<file path="config.mk">
export PLATFORM = sky130hd
export DESIGN_NAME = glitch_seq_flat
export DESIGN_NICKNAME = d
export VERILOG_FILES = /design/src/rtl/glitch_seq_if.sv /design/src/rtl/glitch_seq.sv /design/src/flat_wrapper.sv
export SDC_FILE = /design/constraint.sdc
export NUM_CORES = 1
export LEC_CHECK = 0
export ABC_AREA = 1
export BUFFER_PORTS_ARGS = -buffer_cell sky130_fd_sc_hd__buf_2
export CAP_MARGIN = 10
export CORE_MARGIN = 1.5
export CORE_UTILIZATION = 55
export CTS_BUF_LIST = sky130_fd_sc_hd__clkbuf_4 sky130_fd_sc_hd__clkbuf_8 sky130_fd_sc_hd__clkbuf_16
export DETAILED_ROUTE_END_ITERATION = 10
export GPL_TIMING_DRIVEN = 0
export HOLD_SLACK_MARGIN = 0.15
export PLACE_DENSITY = 0.79
export SETUP_SLACK_MARGIN = 0.3
export SLEW_MARGIN = 20
export SYNTH_ARGS = -nofsm -noshare
export SYNTH_HDL_FRONTEND = slang
export SYNTH_SLANG_ARGS = --single-unit
</file>
<file path="constraint.sdc">
create_clock -name clk -period 2.6 [get_ports clk]
set_input_delay 0.39 -clock clk [delete_from_list [all_inputs] [get_ports clk]]
set_output_delay 0.39 -clock clk [all_outputs]
set_load 0.005 [all_outputs]
</file>
<file path="src/rtl/glitch_seq_if.sv">
// ---------------------------------------------------------------------------
// glitch_seq_if -- bundle of control/status signals for the glitch sequencer.
//   master : drives the request fields (en, abort, trig, delay, width, gap,
//            count, mode) and observes status.
//   slave  : the sequencer; receives requests, drives ready, busy,
//            glitch_en, mode_out, pulse_idx, done.
// ---------------------------------------------------------------------------
interface glitch_seq_if #(
   parameter int DELAY_W = 16,
   parameter int WIDTH_W = 8,
   parameter int CNT_W   = 8
);
   logic               en;
   logic               abort;
   logic               trig;
   logic [DELAY_W-1:0] delay;
   logic [WIDTH_W-1:0] width;
   logic [DELAY_W-1:0] gap;
   logic [CNT_W-1:0]   count;
   logic [7:0]         mode;
   logic               ready;
   logic               busy;
   logic               glitch_en;
   logic [7:0]         mode_out;
   logic [CNT_W-1:0]   pulse_idx;
   logic               done;

   modport master (
      output en, abort, trig, delay, width, gap, count, mode,
      input  ready, busy, glitch_en, mode_out, pulse_idx, done
   );

   modport slave (
      input  en, abort, trig, delay, width, gap, count, mode,
      output ready, busy, glitch_en, mode_out, pulse_idx, done
   );
endinterface

</file>
<file path="src/rtl/glitch_seq.sv">
// ---------------------------------------------------------------------------
// glitch_seq -- programmable glitch pulse sequencer.
// A start (en in IDLE) latches delay/width/gap/count/mode, waits `delay`
// cycles, then emits `count` pulses of `width` high cycles separated by
// `gap` low cycles on a registered glitch_en. done strobes for one cycle on
// normal completion; abort returns to IDLE without done.
//
// Ports:
//   clk  : clock, rising edge
//   rst  : synchronous active-high reset
//   bus  : glitch_seq_if.slave (en, abort, trig, delay, width, gap, count,
//          mode in; ready, busy, glitch_en, mode_out, pulse_idx, done out)
//
// Optional feature: define GLITCH_SEQ_TRIG_EN to make a start wait in ARM
// for a rising edge of the registered trig input; the edge cycle then
// replaces the start cycle for delay timing. Without it, trig is ignored.
// ---------------------------------------------------------------------------
module glitch_seq #(
   parameter int DELAY_W = 16,
   parameter int WIDTH_W = 8,
   parameter int CNT_W   = 8
) (
   input  logic        clk,
   input  logic        rst,
   glitch_seq_if.slave bus
);

   typedef enum logic [2:0] {IDLE, ARM, DELAY, WIDTH, GAP} state_t;

   state_t             state_q;
   logic [DELAY_W-1:0] delay_q, gap_q, dcnt_q;
   logic [WIDTH_W-1:0] width_q, wcnt_q;
   logic [CNT_W-1:0]   count_q, pidx_q;
   logic [7:0]         mode_q;
   logic               glitch_q, done_q;

`ifdef GLITCH_SEQ_TRIG_EN
   logic trig_q, trig_p_q;
   wire  trig_edge = trig_q & ~trig_p_q;
`endif

   // gap and count are stored normalised (0 -> 1) so every compare below
   // is a plain "latched value minus 1" with no special cases.
   always_ff @(posedge clk) begin
      if (rst) begin
         state_q  <= IDLE;
         delay_q  <= '0;
         gap_q    <= '0;
         width_q  <= '0;
         count_q  <= '0;
         mode_q   <= '0;
         dcnt_q   <= '0;
         wcnt_q   <= '0;
         pidx_q   <= '0;
         glitch_q <= 1'b0;
         done_q   <= 1'b0;
`ifdef GLITCH_SEQ_TRIG_EN
         trig_q   <= 1'b0;
         trig_p_q <= 1'b0;
`endif
      end else begin
         done_q <= 1'b0;
`ifdef GLITCH_SEQ_TRIG_EN
         trig_q   <= bus.trig;
         trig_p_q <= trig_q;
`endif
         if (state_q != IDLE && bus.abort) begin
            state_q  <= IDLE;
            glitch_q <= 1'b0;
         end else begin
            case (state_q)
               IDLE: begin
                  // abort in the same cycle suppresses a start
                  if (bus.en && !bus.abort) begin
                     delay_q <= bus.delay;
                     width_q <= bus.width;
                     gap_q   <= (bus.gap == '0) ? DELAY_W'(1) : bus.gap;
                     count_q <= (bus.count == '0) ? CNT_W'(1) : bus.count;
                     mode_q  <= bus.mode;
                     dcnt_q  <= '0;
                     wcnt_q  <= '0;
                     pidx_q  <= '0;
                     if (bus.width == '0) begin
                        done_q <= 1'b1;
`ifdef GLITCH_SEQ_TRIG_EN
                     end else begin
                        state_q <= ARM;
                     end
`else
                     end else if (bus.delay == '0) begin
                        state_q  <= WIDTH;
                        glitch_q <= 1'b1;
                     end else begin
                        state_q <= DELAY;
                     end
`endif
                  end
               end
               ARM: begin
`ifdef GLITCH_SEQ_TRIG_EN
                  if (trig_edge) begin
                     if (delay_q == '0) begin
                        state_q  <= WIDTH;
                        glitch_q <= 1'b1;
                     end else begin
                        state_q <= DELAY;
                     end
                  end
`else
                  state_q <= IDLE;
`endif
               end
               DELAY: begin
                  if (dcnt_q == delay_q - DELAY_W'(1)) begin
                     state_q  <= WIDTH;
                     glitch_q <= 1'b1;
                  end else begin
                     dcnt_q <= dcnt_q + DELAY_W'(1);
                  end
               end
               WIDTH: begin
                  if (wcnt_q == width_q - WIDTH_W'(1)) begin
                     glitch_q <= 1'b0;
                     if (pidx_q == count_q - CNT_W'(1)) begin
                        state_q <= IDLE;
                        done_q  <= 1'b1;
                     end else begin
                        state_q <= GAP;
                        dcnt_q  <= '0;
                     end
                  end else begin
                     wcnt_q <= wcnt_q + WIDTH_W'(1);
                  end
               end
               GAP: begin
                  if (dcnt_q == gap_q - DELAY_W'(1)) begin
                     state_q  <= WIDTH;
                     glitch_q <= 1'b1;
                     wcnt_q   <= '0;
                     pidx_q   <= pidx_q + CNT_W'(1);
                  end else begin
                     dcnt_q <= dcnt_q + DELAY_W'(1);
                  end
               end
               default: begin
                  state_q  <= IDLE;
                  glitch_q <= 1'b0;
               end
            endcase
         end
      end
   end

   assign bus.ready     = (state_q == IDLE) && !bus.en;
   assign bus.busy      = (state_q != IDLE);
   assign bus.glitch_en = glitch_q;
   assign bus.mode_out  = mode_q;
   assign bus.pulse_idx = pidx_q;
   assign bus.done      = done_q;

endmodule

</file>
<file path="src/flat_wrapper.sv">
// flat-port wrapper written by rule: the top's interface ports become plain ports
module glitch_seq_flat 
#(
   parameter int DELAY_W = 16,
   parameter int WIDTH_W = 8,
   parameter int CNT_W   = 8
)
  (clk, rst, bus_en, bus_abort, bus_trig, bus_delay, bus_width, bus_gap, bus_count, bus_mode, bus_ready, bus_busy, bus_glitch_en, bus_mode_out, bus_pulse_idx, bus_done);
  glitch_seq_if #(.DELAY_W(DELAY_W), .WIDTH_W(WIDTH_W), .CNT_W(CNT_W)) bus_i ();
  input  logic clk;
  input  logic rst;
  input wire logic [$bits(bus_i.en)-1:0] bus_en;
  input wire logic [$bits(bus_i.abort)-1:0] bus_abort;
  input wire logic [$bits(bus_i.trig)-1:0] bus_trig;
  input wire logic [$bits(bus_i.delay)-1:0] bus_delay;
  input wire logic [$bits(bus_i.width)-1:0] bus_width;
  input wire logic [$bits(bus_i.gap)-1:0] bus_gap;
  input wire logic [$bits(bus_i.count)-1:0] bus_count;
  input wire logic [$bits(bus_i.mode)-1:0] bus_mode;
  output wire logic [$bits(bus_i.ready)-1:0] bus_ready;
  output wire logic [$bits(bus_i.busy)-1:0] bus_busy;
  output wire logic [$bits(bus_i.glitch_en)-1:0] bus_glitch_en;
  output wire logic [$bits(bus_i.mode_out)-1:0] bus_mode_out;
  output wire logic [$bits(bus_i.pulse_idx)-1:0] bus_pulse_idx;
  output wire logic [$bits(bus_i.done)-1:0] bus_done;
  assign bus_i.en = bus_en;
  assign bus_i.abort = bus_abort;
  assign bus_i.trig = bus_trig;
  assign bus_i.delay = bus_delay;
  assign bus_i.width = bus_width;
  assign bus_i.gap = bus_gap;
  assign bus_i.count = bus_count;
  assign bus_i.mode = bus_mode;
  assign bus_ready = bus_i.ready;
  assign bus_busy = bus_i.busy;
  assign bus_glitch_en = bus_i.glitch_en;
  assign bus_mode_out = bus_i.mode_out;
  assign bus_pulse_idx = bus_i.pulse_idx;
  assign bus_done = bus_i.done;
  glitch_seq #(.DELAY_W(DELAY_W), .WIDTH_W(WIDTH_W), .CNT_W(CNT_W)) u_core (.clk(clk), .rst(rst), .bus(bus_i));
endmodule
</file>
==> results.sh, run 1 <==
export IMPL_outcome="completed"
export IMPL_synth_edff_count=0
export IMPL_path_delay_family="simple AND/OR/NAND/NOR gates"
export IMPL_grt_pass1_vias=6024
export IMPL_cp_data_arrival_time_ns=2.61
export IMPL_fillers=1021
export IMPL_grt_pass1_wl_um=28540
export IMPL_finalHoldViolCount=0
export IMPL_synthFlopType="dfxtp_1"
export IMPL_rrSetupSlack_ns=0.28
export IMPL_fin_crit_sh=0.8904
export IMPL_syn_nets=1065
export IMPL_slowest_delay_ns=0.35
export IMPL_htreeDepth=3
export IMPL_dp_slack_ns=0.1041
export IMPL_hold_class="in2reg"
export IMPL_combPwrFrac=0.420
export IMPL_cts_buffer_depth=2
export IMPL_synth_most_common_cell="nand2_1"
export IMPL_power_uw=5312
export IMPL_finalClockSkew_ns=0.006197
export IMPL_rsz0062_at_grt="true"
export IMPL_clockRootBuffer="clkbuf_16"
export IMPL_pin_count=81
export IMPL_gp_congestion=0.8954
export IMPL_finalSetupViolCount=0
export IMPL_synth_area_leaders="dfxtp_1 29%, nand2_1 14%, nand3_1 8.3%, inv_1 7.5%, nor2_1 6.8%"
export IMPL_maxCapViolations=0
export IMPL_slew_headroom=0.4623
export IMPL_insertion_delay_ns=0.35
export IMPL_synth_top_cell_area_share=0.2918
export IMPL_finalWorstSetupSlack_ns=0.2848
export IMPL_crit_path_max_fanout=6
export IMPL_clock_sinks=93
export IMPL_worst_path_buf_inv=4
export IMPL_cts_tree="built"
export IMPL_gr_total_overflow=0
export IMPL_worst_ep_required_time_ns=2.89
export IMPL_hpwl_um=13240
export IMPL_die_w_um=110.7
export IMPL_num_rows=39
export IMPL_p_per_area_nw_per_um2=696.4
export IMPL_syn_to_final_growth_pct=19.53
export IMPL_internal_power_uw=3190
export IMPL_drt_total_wl_um=18060
export IMPL_p_leak_uw=0.003513
export IMPL_synth_area_um2=6381
export IMPL_coreArea_um2=11370
export IMPL_drive_gt1_frac=0.2148
export IMPL_vias=6741
export IMPL_io_buffers=79
export IMPL_crit_path_cell_trace="inv_2, ha_4, buf_4, xnor2_1, xor2_1, nand4_1, nor2_1, nand2_2, nand2_2, buf_6, buf_4, nand4_1, nand2_1, nand2_1, nor2_1"
export IMPL_synthArstFlopShare=0
export IMPL_switching_share=0.3995
export IMPL_drtAntennaViolNets=0
export IMPL_antenna_found_initial=0
export IMPL_fin_setup_tns_ns=0
export IMPL_power_frac_clock=0.259
export IMPL_clkTransAtPathRegs_ns=0.07
export IMPL_worst_pin_slew_ns=0.8065
export IMPL_drcViolationCount=0
export IMPL_synth_warnings=0
export IMPL_track_usage=0.2863
export IMPL_ys_seq_area_frac=0.2918
export IMPL_drt_pass1_iterations=5
export IMPL_vias_per_cell=5.388
export IMPL_crit_slowest_cell="dfxtp_1"
export IMPL_ctsHoldBuffers=0
export IMPL_finalCriticalPeriod_ns=2.315
export IMPL_ys_top_cells_by_count="246 x nand2_1, 127 x inv_1, 116 x nor2_1, 106 x nand3_1, 93 x dfxtp_1"
export IMPL_critPathKind="reg2reg"
export IMPL_ys_types=41
export IMPL_ys_ff_latch=93
export IMPL_insertedDiodeCount=0
export IMPL_p_switching_uw=2122
export IMPL_max_freq_mhz=431.9
export IMPL_utilization=0.6708
export IMPL_avgRoutedWirePerCell_um=14.44
export IMPL_cts_made_buffers=9
export IMPL_slew_violations=0
export IMPL_initial_utilization=0.5612
export IMPL_grt_max_degree=15
export IMPL_end_kind="flip-flop"
export IMPL_dr_first_iter_drc_count=391
export IMPL_seqPwrFrac=0.321
export IMPL_synth_area_per_cell_um2=6.400
export IMPL_syn_instance_count=997
export IMPL_start_kind="flip-flop"
export IMPL_dieArea_um2=12260
export IMPL_nets=1172
export IMPL_die_h_um=110.7
export IMPL_worst_ir_drop_vdd_uv=418.9
export IMPL_synth_top_area_cell="dfxtp_1"
[worst register-to-register path, delay by kind of cell (launching register included)]
kind | cells | cell delay (ns)
fa+ha+maj | 1 | 0.17
flops | 1 | 0.35
simple gates | 8 | 0.90
xor+xnor | 2 | 0.38
buf+inv | 4 | 0.44
[power by group through the flow]
| stage | registers (uW) | logic (uW) | clock network (uW) |
|---|---|---|---|
| global placement | 1720 | 1930 | 0 |
| CTS | 1690 | 2050 | 1380 |
| floorplan | 1690 | 1530 | 0 |
| global route | 1720 | 2490 | 1440 |
| detailed placement | 1720 | 1970 | 0 |
| finish | 1700 | 2230 | 1380 |
[logic make-up (layout without fill, tap and decap cells)]
| family | count (synthesis) | after routing | share of synthesized area |
|---|---|---|---|
| AO/OA/AOI/OAI | 103 | 103 | 0.09196 |
| XOR/XNOR | 62 | 62 | 0.08628 |
| adder cells (fa/ha/maj) | 7 | 7 | 0.01372 |
| buffers and inverters | 170 | 281 | 0.1069 |
| flip-flops | 93 | 93 | 0.2918 |
| AND/OR/NAND/NOR | 562 | 562 | 0.4094 |
[timing repair]
item                                    CTS  global route
hold endpoints to repair                  0             0
cloned                                    0             1
gates resized for setup                  13            66
buffers inserted                          4            12
pin swaps                                 1            19
endpoints found under the setup margin   61            57
[sequential cells by signal (all words and copies together), names as in the netlist]
signal / cells
u_core.dcnt_q: 16
u_core.delay_q: 16
u_core.gap_q: 16
u_core.bus.mode_out: 8
u_core.bus.pulse_idx: 8
u_core.count_q: 8
u_core.wcnt_q: 8
u_core.width_q: 8
u_core.state_q: 3
u_core.bus.done: 1
u_core.bus.glitch_en: 1
[routing by layer]
| layer | track usage | share of wire | up-vias |
|---|---|---|---|
| li1 | - | - | 3410 |
| met4 | 0.1205 | 0.031 | 0 |
| met1 | 0.3622 | 0.43 | 3079 |
| met3 | 0.03991 | 0.051 | 43 |
| met5 | 0 | 0 | - |
| met2 | 0.4893 | 0.49 | 209 |
[cells in the final DEF, fill, tap and decap left out, types with 21 or more instances in the layout]
cell type,count
nand2_1,233
inv_1,121
nor2_1,103
nand3_1,101
dfxtp_1,89
buf_2,87
xor2_1,40
o21ai_0,32
a21oi_1,32
nor2_2,21
xnor2_1,21
[final cells by class]
type,instances,area [um2],share of cell area
Inverter,137,525.5,0.06890
Tap cell,143,178.9,0.02346
Clock inverter,3,45.04,0.005906
Buffer,33,195.2,0.02559
Clock buffer,12,260.3,0.03412
Timing Repair Buffer,96,540.5,0.07087
Multi-Input combinational cell,734,4015,0.5264
Sequential cell,93,1867,0.2448
[final timing paths]
kind | depth (start not counted) | to | start
max reg2reg | 15 | u_core.bus.glitch_en$_SDFFE_PP0P_ | u_core.gap_q[1]$_SDFFE_PP0P_
max | 15 | u_core.bus.glitch_en$_SDFFE_PP0P_ | u_core.gap_q[1]$_SDFFE_PP0P_
min | 3 | u_core.bus.mode_out[7]$_SDFFE_PP0P_ | bus_mode[7]
min reg2reg | 2 | u_core.bus.mode_out[5]$_SDFFE_PP0P_ | u_core.bus.mode_out[5]$_SDFFE_PP0P_
[metrics by stage]
step	cell area, um2	instances	hold slack, ns
after floorplan	6381	997	0.4385
after global routing	7627	1251	0.2756
after detailed placement	6955	1219	0.4285
final	7627	1251	0.2593
after CTS	7337	1238	0.2544
after global placement	6955	1219	0.4239
Power figures use the tool's default switching activity.
==> run 2, diff against run 1 <==
- CORE_ASPECT_RATIO: not set -> 0.9
- CORE_UTILIZATION: 55 -> 45
- PLACE_DENSITY: 0.79 -> 0.68
==> run 2 against run 1 <==
Combinational power is essentially flat. Worst setup slack gained 0.076 ns. Clock skew rose by 0.0043 ns. Sequential cell count did not move. Total power decreased by 3.0%. Hold slack worse by 0.0044 ns. Sequential share of layout area increased by 0.093 points. Clock-buffer cell count decreased by 2. Utilization down 13 points. Critical endpoint is now u_core.dcnt_q[14]$_SDFFE_PP0P_. Largest cell class unchanged. Highest routed layer unchanged.
==> results.sh, run 2 (synthesis results as in run 1) <==
export IMPL_outcome="completed"
export IMPL_final_common_cell="nand2_1"
export IMPL_hold_class="in2reg"
export IMPL_dieArea_um2=14900
export IMPL_crit_path_cell_trace="inv_4, ha_4, buf_6, inv_4, nand2_2, nand3_2, nand2_1, inv_1, nand3_1, nor2_1, nand3_1, nand2_1, nand3_2, nor2_4, nand2_4, clkbuf_16, nand2_4, a21oi_2"
export IMPL_most_common_layout_cells="230 x nand2_1, 122 x inv_1, 109 x nor2_1"
export IMPL_path_delay_family="simple AND/OR/NAND/NOR gates"
export IMPL_regArea_um2=1867
export IMPL_clock_sinks=93
export IMPL_fin_crit_sh=0.8611
export IMPL_multi_input_area_um2=4004
export IMPL_insertedDiodeCount=0
export IMPL_grt_max_degree=16
export IMPL_track_usage=0.2478
export IMPL_grt_pass1_vias=5977
export IMPL_vias=6561
export IMPL_rsz0062_at_grt="true"
export IMPL_finalCriticalPeriod_ns=2.239
export IMPL_finalWorstSetupSlack_ns=0.3611
export IMPL_crit_slowest_cell="dfxtp_2"
export IMPL_drtAntennaViolNets=0
export IMPL_cts_tree="built"
export IMPL_crit_path_max_fanout=8
export IMPL_maxCapViolations=0
export IMPL_rrSetupSlack_ns=0.36
export IMPL_htreeDepth=3
export IMPL_clockRootBuffer="clkbuf_16"
export IMPL_power_uw=5154
export IMPL_start_kind="flip-flop"
export IMPL_rr_startpoint="u_core.width_q[0]$_SDFFE_PP0P_"
export IMPL_finalSetupViolCount=0
export IMPL_final_cells=1295
export IMPL_max_freq_mhz=446.7
export IMPL_grt_pass1_wl_um=28680
export IMPL_clkTransAtPathRegs_ns=0.07
export IMPL_die_w_um=128.5
export IMPL_hpwl_um=13770
export IMPL_slowest_delay_ns=0.36
export IMPL_slew_violations=0
export IMPL_gr_total_overflow=0
export IMPL_num_rows=41
export IMPL_vias_per_cell=5.066
export IMPL_endpoint="u_core.dcnt_q[14]$_SDFFE_PP0P_"
export IMPL_dp_cells=1269
export IMPL_critical_path_depth=18
export IMPL_worst_pin_slew_ns=0.7723
export IMPL_antenna_found_initial=0
export IMPL_coreArea_um2=13950
export IMPL_dp_slack_ns=0.06829
export IMPL_reg2regPathDepth=18
export IMPL_top_regs="u_core.dcnt_q (16), u_core.delay_q (16), u_core.gap_q (16)"
export IMPL_critPathKind="reg2reg"
export IMPL_insertion_delay_ns=0.36
export IMPL_r2r_end="u_core.dcnt_q[14]$_SDFFE_PP0P_"
export IMPL_initial_utilization=0.4573
export IMPL_finalClockSkew_ns=0.01055
export IMPL_avgRoutedWirePerCell_um=13.89
export IMPL_end_kind="flip-flop"
export IMPL_worst_path_buf_inv=5
export IMPL_gp_congestion=0.8859
export IMPL_cts_made_buffers=9
export IMPL_nets=1166
export IMPL_worst_ep_required_time_ns=2.81
export IMPL_worst_ir_drop_vdd_uv=315.6
export IMPL_slew_headroom=0.4852
export IMPL_pin_count=81
export IMPL_finalHoldViolCount=0
export IMPL_p_leak_uw=0.003484
export IMPL_fin_setup_tns_ns=0
export IMPL_crit_start="u_core.width_q[0]$_SDFFE_PP0P_"
export IMPL_ctsHoldBuffers=0
export IMPL_drt_pass1_iterations=5
export IMPL_drt_total_wl_um=17980
export IMPL_fillers=1435
export IMPL_p_per_area_nw_per_um2=678.3
export IMPL_drive_gt1_frac=0.2042
export IMPL_cts_buffer_depth=2
export IMPL_dr_first_iter_drc_count=315
export IMPL_io_buffers=79
export IMPL_drcViolationCount=0
export IMPL_cp_data_arrival_time_ns=2.45
export IMPL_syn_to_final_growth_pct=19.08
export IMPL_die_h_um=116.0
==> run 2: changes by cell type in the layout (fill, tap and decap cells not counted), moves of 2 or more <==
cell and delta:
inv_2 -2, inv_6 +2, nand3_1 +2, clkinv_2 +2, nand2_1 -3, nand2_4 +3
buf_4 -6, clkbuf_8 -2, nor2_2 -6, nor2_1 +6
==> run 2: repair_timing <==
| item | CTS | global route |
|---|---|---|
| endpoints found under the setup margin | 60 | 60 |
| buffers inserted | 4 | 6 |
| cloned | 0 | 1 |
| pin swaps | 1 | 16 |
| resized for setup | 13 | 62 |
==> run 2: stage by stage <==
| stage | util | instance area, um2 | hold WS, ns |
|---|---|---|---|
| 2_1_floorplan | - | 6381 | 0.4385 |
| 3_3_place_gp | 0.5030 | 7018 | 0.4236 |
| 3_5_place_dp | 0.5030 | 7018 | 0.4284 |
| 4_1_cts | 0.5276 | 7362 | 0.2403 |
| 5_1_grt | 0.5446 | 7599 | 0.2557 |
| 6_report | 0.5446 | 7599 | 0.2550 |
==> run 2: metal layers <==
layer,up-vias,wire [um],global-route usage
met1,2998,8210,0.3155
met3,37,827,0.04986
met4,0,518,0.09438
li1,3387,-,-
met2,139,8426,0.4165
met5,-,0,0
==> run 2: how the worst min path moves through the flow <==
stage | startpoint | end | slack [ns] | cells past startpoint
2_1_floorplan | u_core.width_q[7]$_SDFFE_PP0P_ | u_core.width_q[7]$_SDFFE_PP0P_ | 0.44 | 2
3_3_place_gp | u_core.bus.mode_out[2]$_SDFFE_PP0P_ | u_core.bus.mode_out[2]$_SDFFE_PP0P_ | 0.42 | 2
3_5_place_dp | u_core.bus.mode_out[7]$_SDFFE_PP0P_ | u_core.bus.mode_out[7]$_SDFFE_PP0P_ | 0.43 | 2
4_1_cts | bus_mode[3] | u_core.bus.mode_out[3]$_SDFFE_PP0P_ | 0.24 | 3
5_1_grt | bus_mode[0] | u_core.bus.mode_out[0]$_SDFFE_PP0P_ | 0.26 | 3
6_report | bus_mode[1] | u_core.bus.mode_out[1]$_SDFFE_PP0P_ | 0.25 | 3
==> run 2: final cells by class <==
type	count	share of cell area
Multi-Input combinational cell	734	0.5269
Sequential cell	93	0.2457
Inverter	137	0.06949
Timing Repair Buffer	90	0.06521
Tap cell	193	0.03178
Clock buffer	10	0.03063
Buffer	33	0.02569
Clock inverter	5	0.004611
==> run 2: tightest hold or removal path, cell delays in order <==
cell,delay (ns)
buf_2,0.07
nand3_1,0.06
nand2_1,0.06
==> run 2: power breakdown <==
group / internal (uW) / switching [uW] / leakage, uW
Sequential: 1560 / 146 / 0.000758
Combinational: 818 / 1380 / 0.00259
Clock: 658 / 597 / 0.000133
Total: 3030 / 2120 / 0.00348
